## src/rtl/cute_lock_pkg.sv

```systemverilog
// Shared types and defaults for the Cute-Lock key interface and benchmarks.
package cute_lock_pkg;

  typedef enum logic [1:0] {IDLE, LOAD, ARMED, RUN} state_t;

  localparam int DEF_KEY_W    = 6;
  localparam int DEF_NUM_KEYS = 2;
  localparam int DEF_SEG_LEN  = 6;

  // Which key segment a given epoch-counter value falls in.
  function automatic int unsigned key_of_seg(input int unsigned cnt,
                                             input int unsigned seg_len = DEF_SEG_LEN);
    return cnt / seg_len;
  endfunction

endpackage

```

## src/rtl/cute_key_shiftreg.sv

```systemverilog
// Serial-load key store: write-once after reset/zeroize, bit 0 received first.
module cute_key_shiftreg
  import cute_lock_pkg::*;
#(
  parameter int KEY_W    = DEF_KEY_W,
  parameter int NUM_KEYS = DEF_NUM_KEYS
) (
  input  logic                      clk,
  input  logic                      rst,
  input  logic                      bit_in,
  input  logic                      bit_valid,
  output logic [NUM_KEYS*KEY_W-1:0] keys,
  output logic                      load_done
);

  localparam int TOTAL = NUM_KEYS * KEY_W;
  localparam int CNT_W = $clog2(TOTAL + 1);

  logic [CNT_W-1:0] bitcnt;
  logic             full;
  logic             take;

  assign full = (bitcnt == CNT_W'(TOTAL));
  assign take = bit_valid && !full;
  // High on the cycle the last bit is taken, so the FSM arms on that same edge.
  assign load_done = full || (take && (bitcnt == CNT_W'(TOTAL - 1)));

  // Store each accepted bit at the position given by the running bit count.
  always_ff @(posedge clk) begin
    if (rst) begin
      bitcnt <= '0;
      keys   <= '0;
    end else if (take) begin
      for (int i = 0; i < TOTAL; i++)
        if (bitcnt == CNT_W'(i)) keys[i] <= bit_in;
      bitcnt <= bitcnt + CNT_W'(1);
    end
  end

endmodule

```

## src/rtl/cute_key_sequencer.sv

```systemverilog
// Key provider for Cute-Lock: loads keys serially, then replays them per epoch segment.
module cute_key_sequencer
  import cute_lock_pkg::*;
#(
  parameter  int KEY_W    = DEF_KEY_W,
  parameter  int NUM_KEYS = DEF_NUM_KEYS,
  parameter  int SEG_LEN  = DEF_SEG_LEN,
  localparam int SEG_W    = (NUM_KEYS > 1) ? $clog2(NUM_KEYS) : 1
) (
  input  logic             clk,
  input  logic             rst,
  input  logic             clear,
  input  logic             key_sin,
  input  logic             key_sin_valid,
  input  logic             start,
  input  logic             stop,
  output logic [KEY_W-1:0] key_out,
  output logic             key_valid,
  output logic             lock_rst,
  output logic [SEG_W-1:0] seg_idx,
  output logic             armed
);

  localparam int EPOCH = NUM_KEYS * SEG_LEN;
  localparam int CNT_W = (EPOCH > 1) ? $clog2(EPOCH) : 1;

  state_t                          state, state_d;
  logic [CNT_W-1:0]                cnt, cnt_d, cnt_inc;
  logic [KEY_W-1:0]                key_d;
  logic                            lock_rst_d;
  logic [NUM_KEYS*KEY_W-1:0]       keys_flat;
  logic [NUM_KEYS-1:0][KEY_W-1:0]  key_arr;
  logic                            load_done;
  logic                            zero;

  assign zero    = rst | clear;
  assign key_arr = keys_flat;

  cute_key_shiftreg #(.KEY_W(KEY_W), .NUM_KEYS(NUM_KEYS)) u_store (
    .clk       (clk),
    .rst       (zero),
    .bit_in    (key_sin),
    .bit_valid (key_sin_valid),
    .keys      (keys_flat),
    .load_done (load_done)
  );

  assign cnt_inc = (cnt == CNT_W'(EPOCH - 1)) ? '0 : cnt + CNT_W'(1);

  // Next state plus next epoch counter / key / lock_rst values.
  always_comb begin
    state_d    = state;
    cnt_d      = cnt;
    key_d      = key_out;
    lock_rst_d = 1'b0;
    case (state)
      IDLE:  if (key_sin_valid) state_d = load_done ? ARMED : LOAD;
      LOAD:  if (load_done) state_d = ARMED;
      ARMED: if (start) begin
        state_d    = RUN;
        cnt_d      = '0;
        key_d      = key_arr[0];
        lock_rst_d = 1'b1;
      end
      RUN: if (stop) begin
        state_d = ARMED;
        cnt_d   = '0;
        key_d   = '0;
      end else begin
        cnt_d = cnt_inc;
        key_d = key_arr[SEG_W'(key_of_seg(32'(cnt_inc), SEG_LEN))];
      end
      default: state_d = IDLE;
    endcase
  end

  // State register; clear zeroizes exactly like rst.
  always_ff @(posedge clk) begin
    if (zero) state <= IDLE;
    else      state <= state_d;
  end

  // Registered key output so it moves on the same edge as the counter.
  always_ff @(posedge clk) begin
    if (zero) begin
      cnt      <= '0;
      key_out  <= '0;
      lock_rst <= 1'b0;
    end else begin
      cnt      <= cnt_d;
      key_out  <= key_d;
      lock_rst <= lock_rst_d;
    end
  end

  assign key_valid = (state == RUN);
  assign armed     = (state == ARMED);
  assign seg_idx   = SEG_W'(key_of_seg(32'(cnt), SEG_LEN));

endmodule

```

## config.mk

```make
export PLATFORM = sky130hd
export DESIGN_NAME = cute_key_sequencer
export DESIGN_NICKNAME = d
export VERILOG_FILES = /design/src/rtl/cute_lock_pkg.sv /design/src/rtl/cute_key_shiftreg.sv /design/src/rtl/cute_key_sequencer.sv
export SDC_FILE = /design/constraint.sdc
export NUM_CORES = 1
export LEC_CHECK = 0
export ABC_AREA = 1
export CELL_PAD_IN_SITES_DETAIL_PLACEMENT = 0
export CELL_PAD_IN_SITES_GLOBAL_PLACEMENT = 1
export CORE_UTILIZATION = 43
export CTS_BUF_LIST = sky130_fd_sc_hd__clkbuf_4 sky130_fd_sc_hd__clkbuf_8
export DETAILED_ROUTE_END_ITERATION = 6
export GPL_ROUTABILITY_DRIVEN = 0
export PLACE_DENSITY_LB_ADDON = 0.15
export SYNTH_ARGS = -nofsm -noshare
export SYNTH_HDL_FRONTEND = slang
export SYNTH_HIERARCHICAL = 1
export SYNTH_SLANG_ARGS = --single-unit
```

## constraint.sdc

```tcl
create_clock -name clk -period 2.6 [get_ports clk]
set_input_delay 0.39 -clock clk [delete_from_list [all_inputs] [get_ports clk]]
set_output_delay 0.39 -clock clk [all_outputs]
set_load 0.005 [all_outputs]
```

======== After elaboration in Yosys (flattened, before gate mapping) ========
Cells that the tools add are included.
storage, ports and cells
  flip-flop bits (word level) ............. 29
cells by class
  $lt $le $gt $ge ......................... 1
  equal/unequal tests ..................... 20
  reductions and logical operators ........ 22
  multiplexer cells ....................... 16
  add/subtract/negate cells ............... 2
  divide/modulo/power cells ............... 2
  bitwise logic cells ..................... 2
operators with widths
  kind                  count
  $div 4x3->32 const B  2
  $reduce_and 2->1      13
  $eq 4x4->1 const B    6
  $mux 6                4
  $eq 4x3->1 const B    4
  $mux 4                3
  $pmux 6 s2            1
  $mux 2                5
  $add 4x1->4 const B   2
  $eq 4x2->1 const B    2
  $ne 2x2->1 const B    4
  $pmux 2 s4            1
  $pmux 4 s2            1
  $eq 2x2->1 const B    2
  $eq 4x1->1 const B    1
  $logic_not 4->1       1
  $reduce_and 4->1      1
  $eq 2x1->1 const B    1
  $logic_and 1x1->1     2
  $logic_not 2->1       1
  $lt 1x2->1 const B    1
  $reduce_bool 2->1     1
  $reduce_or 2->1       1
  $logic_not 1->1       1
  4 further kinds       4

======== Logic depth before layout (Yosys ltp) ========
  depth after elaboration ................. 8
  gate-level depth with buffers ........... 14
  mapped depth without buffers ............ 14

======== Cells and area by module ========
The synthesis kept the hierarchy.
by module, submodules not included
  module              instances  area each (sq um)  cells an instance
  cute_key_sequencer  1          938.4              130
  cute_key_shiftreg   1          848.3              116

======== Least setup slack after synthesis ========
No wires, ideal clock.
  kind .................................... flip-flop to flip-flop
  from .................................... reg cnt[1]
  to ...................................... reg key_out[0]
  clock period less this slack ............ 2.039 ns
  required time ........................... 2.478 ns
  data arrival time ....................... 1.918 ns
  setup slack ............................. 0.561 ns
  buffers on the path ..................... 0
  library setup time ...................... 0.122 ns
  cell stages (with the launch flop) ...... 11
  path through ............................ dfxtp_1 ha_1 a21oi_2 a21oi_4 ha_1 and3b_2 nand3_4 nand2_4 nand2_1 nand3_1 a21oi_2
between the ends
  longest elaborated chain between the ends .. 7
RTL lines
  element                                           line                      RTL
  start, declared                                   cute_key_sequencer.sv:28  logic [CNT_W-1:0] cnt, cnt_d, cnt_inc;
  start signal, assigned                            cute_key_sequencer.sv:90  cnt <= cnt_d;
  $add 4x1->4 / $eq 4x4->1 (equally long branches)  cute_key_sequencer.sv:48  assign cnt_inc = (cnt == CNT_W'(EPOCH - 1)) ? '0 : cnt + CNT_W'(1);
  $mux 4 (*)                                        cute_key_sequencer.sv:48
  $div 4x3->32 (*)                                  cute_lock_pkg.sv:13       return cnt / seg_len;
  $mux 6 (implied by the code) (*) (2 in a row)     cute_key_sequencer.sv:71  key_d = key_arr[SEG_W'(key_of_seg(32'(cnt_inc), SEG_LEN))];
  $mux 6 (*)                                        cute_key_sequencer.sv:65  RUN: if (stop) begin
  $pmux 6 s2 (*)                                    cute_key_sequencer.sv:56  case (state)
  end signal, assigned                              cute_key_sequencer.sv:91  key_out <= key_d;
  end, declared                                     cute_key_sequencer.sv:17  output logic [KEY_W-1:0] key_out,
Mark *: on every way between the ends. The rest lies on a longest branch, timed or not. The select of a mux whose other input is x is not followed.
A chain may end at the register's enable or synchronous reset.

======== Worst setup path after layout ========
  from .................................... reg cnt[0]
  to ...................................... reg key_out[1]
Same word-level chain as after synthesis.

==> metrics <==
1st-iter DRT viols 47; site row count 23; initial antenna violation count 0; Setup Buffers After CTS 0; top cells by instance count after synthesis nand2_1 (43), inv_1 (34), dfxtp_1 (29), nor2_1 (29), nand3_1 (23); post-synth top area cell dfxtp_1; Data arrival, critical path 2350 ps; WS Path Type register to register; total core area 4000 µm²; top-area cell type share of the netlist area between 30% and 40%; first-pass GRT wire length between 6 and 7 mm; hold_ws 461 ps; cell with the most instances after synthesis nand2_1; yosys warns 6; area grow syn2layout 14.5%; initial core utilization between 40% and 50%; maximum number of pins on one net before global-route repair 14; Lkg Pwr approximately 0.00089 µW; sequential cell area fraction in the yosys report about a third; clk slew on worst S/H paths around 60 ps; Die ar. ~4400 µm²; Clock Sinks 29; CP required approximately 2800 ps; I/O pin count 17; Clk Latency, worst-skew pair between 200 and 300 ps; EDFF count, synth 0; critical-path cell list ha_1, a21oi_2, a21oi_4, ha_1, and3b_2, nand3_4, nand2_4, nand2_1, nand3_1, a21oi_2; PwrDens between 400 and 500 nW/µm²; fmax between 400 and 500 MHz; die span in x around 66 µm; Synth Cell Area approximately 1800 µm²; setup violators final 0; post-CTS sizing 0; async set or reset register ratio after synthesis 0%; # nets final around 280; share of cells above drive strength 1 between 10% and 20%; relative slew slack between 70% and 80%; crit path max fanout 7; RSZ-0062 raised after global routing false; setup TNS 0 ps; CTS Buffer Depth 2; CTS buffer count 5; max_cap viols 0; CP startpoint kind register; outcome complete, no violations; residual DRC count 0; Fillers roughly 420; hold buffers post-CTS 0; worst-margin pin slew roughly 430 ps; Mapped Nets 263; Seq cells post-synth 29; Antenna Nets Post-Route 0; crit-path max cell delay roughly 460 ps; CP endpoint kind register; H-tree Lvls 2; clk root buf clkbuf_8; CTS tree done; cells after synthesis around 250; die height 66.5 µm; vias 1543; Final Hold Viols 0; total congestion overflow 0; Final period util 83.8%; overall routing resource usage between 15 and 20%; routed wire length roughly 3.8 mm; DR vias/cell 4.90; top cells by area, synth dfxtp_1 (32%), nand2_1 (9.0%), inv_1 (7.1%); PortBufs 16; DRT Pass-1 Iters 4; highest ir drop seen on vdd around 0.35 mV; Mapped Avg Cell Area around 7.3 µm²; DP HPWL 2.82 mm; Hold/Removal Path Class register to register; ANT cells 0; slowest CP cell dfxtp_1; routed length per instance 12.0 µm; vias in the first global route around 1400; Final min period between 2000 and 2500 ps; clk_skew 4.24 ps; post-synthesis cell type count 27; top_reg_cell synth dfxtp_1; fin. max-slew vios 0
[cell families after synthesis]
| group | share of synthesized area (%) |
|---|---|
| flops | 32.5 |
| buf+inv | 12.6 |
| fa+ha+maj | 7.00 |
| simple gates | 33.6 |
| compound gates | 14.3 |
[final timing paths]
check	cells after the start	to	startpoint	slack [ps]
hold reg to reg	2	u_store/keys[8]$_SDFFE_PP0P_	u_store/keys[8]$_SDFFE_PP0P_	460
hold / removal	2	u_store/keys[8]$_SDFFE_PP0P_	u_store/keys[8]$_SDFFE_PP0P_	460
setup reg to reg	10	key_out[1]$_SDFFE_PP0P_	cnt[0]$_SDFFE_PP0P_	420
setup / recovery	10	key_out[1]$_SDFFE_PP0P_	cnt[0]$_SDFFE_PP0P_	420
[sequential cells by signal (all words and copies together), names as in the netlist]
| register | flops |
|---|---|
| cnt | 4 |
| lock_rst | 1 |
| state | 2 |
| u_store/keys | 12 |
| key_out | 6 |
| u_store/bitcnt | 4 |
[final cells by class]
cell class                 count  area (µm²)  area share [%]
inverter                      39         156            7.65
timing repair buffer          18         175            8.56
clock buffer                   7        90.1            4.40
multi-input combinational    172         981            48.0
tap                           50        62.6            3.06
sequential                    29         581            28.4
[layer usage]
metal | GRT usage, % | routed length, µm
met5 | 0 | 0
met4 | 10.1 | 79
met3 | 5.14 | 111
met2 | 31.3 | 1700
met1 | 23.7 | 1890
[critical path, delay by kind of cell, from the launching register on]
family	cells	cell delay, ps
flip-flops	1	460
AO/OA/AOI/OAI	3	390
adder cells (fa/ha/maj)	2	580
AND/OR/NAND/NOR	5	630
[placed cells by master (no fill, tap or decap), types with 6 or more instances in the layout]
master | netlist | layout
a21oi_1 | 9 | 9
a21oi_2 | 7 | 7
clkbuf_8 | 2 | 6
clkdlybuf4s50_1 | 0 | 16
dfxtp_1 | 29 | 29
ha_1 | 10 | 10
inv_1 | 34 | 34
nand2_1 | 43 | 43
nand3_1 | 23 | 23
nand4_1 | 9 | 9
nor2_1 | 29 | 29
o21ai_0 | 20 | 20
[report_power, final]
part | switching, µW | leakage [µW] | internal [µW]
Sequential | 4.02 | 0.000234 | 448
Clock | 166 | 0.0000477 | 220
Combinational | 32.4 | 0.000604 | 20.9
[metrics by stage]
| stage | area (µm²) | setup slack (ps) | power, µW | cells | util [%] |
|---|---|---|---|---|---|
| 5_1_grt | 2050 | 261 | 929 | 315 | 51.1 |
| 6_report | 2050 | 421 | 891 | 315 | 51.1 |
| 3_5_place_dp | 1960 | 433 | 516 | 308 | 48.9 |
| 3_3_place_gp | 1960 | 481 | 516 | 308 | 48.9 |
| 2_1_floorplan | 1790 | 561 | 499 | 246 | - |
| 4_1_cts | 2050 | 414 | 908 | 315 | 51.1 |
(Power assumes the default switching activity.)
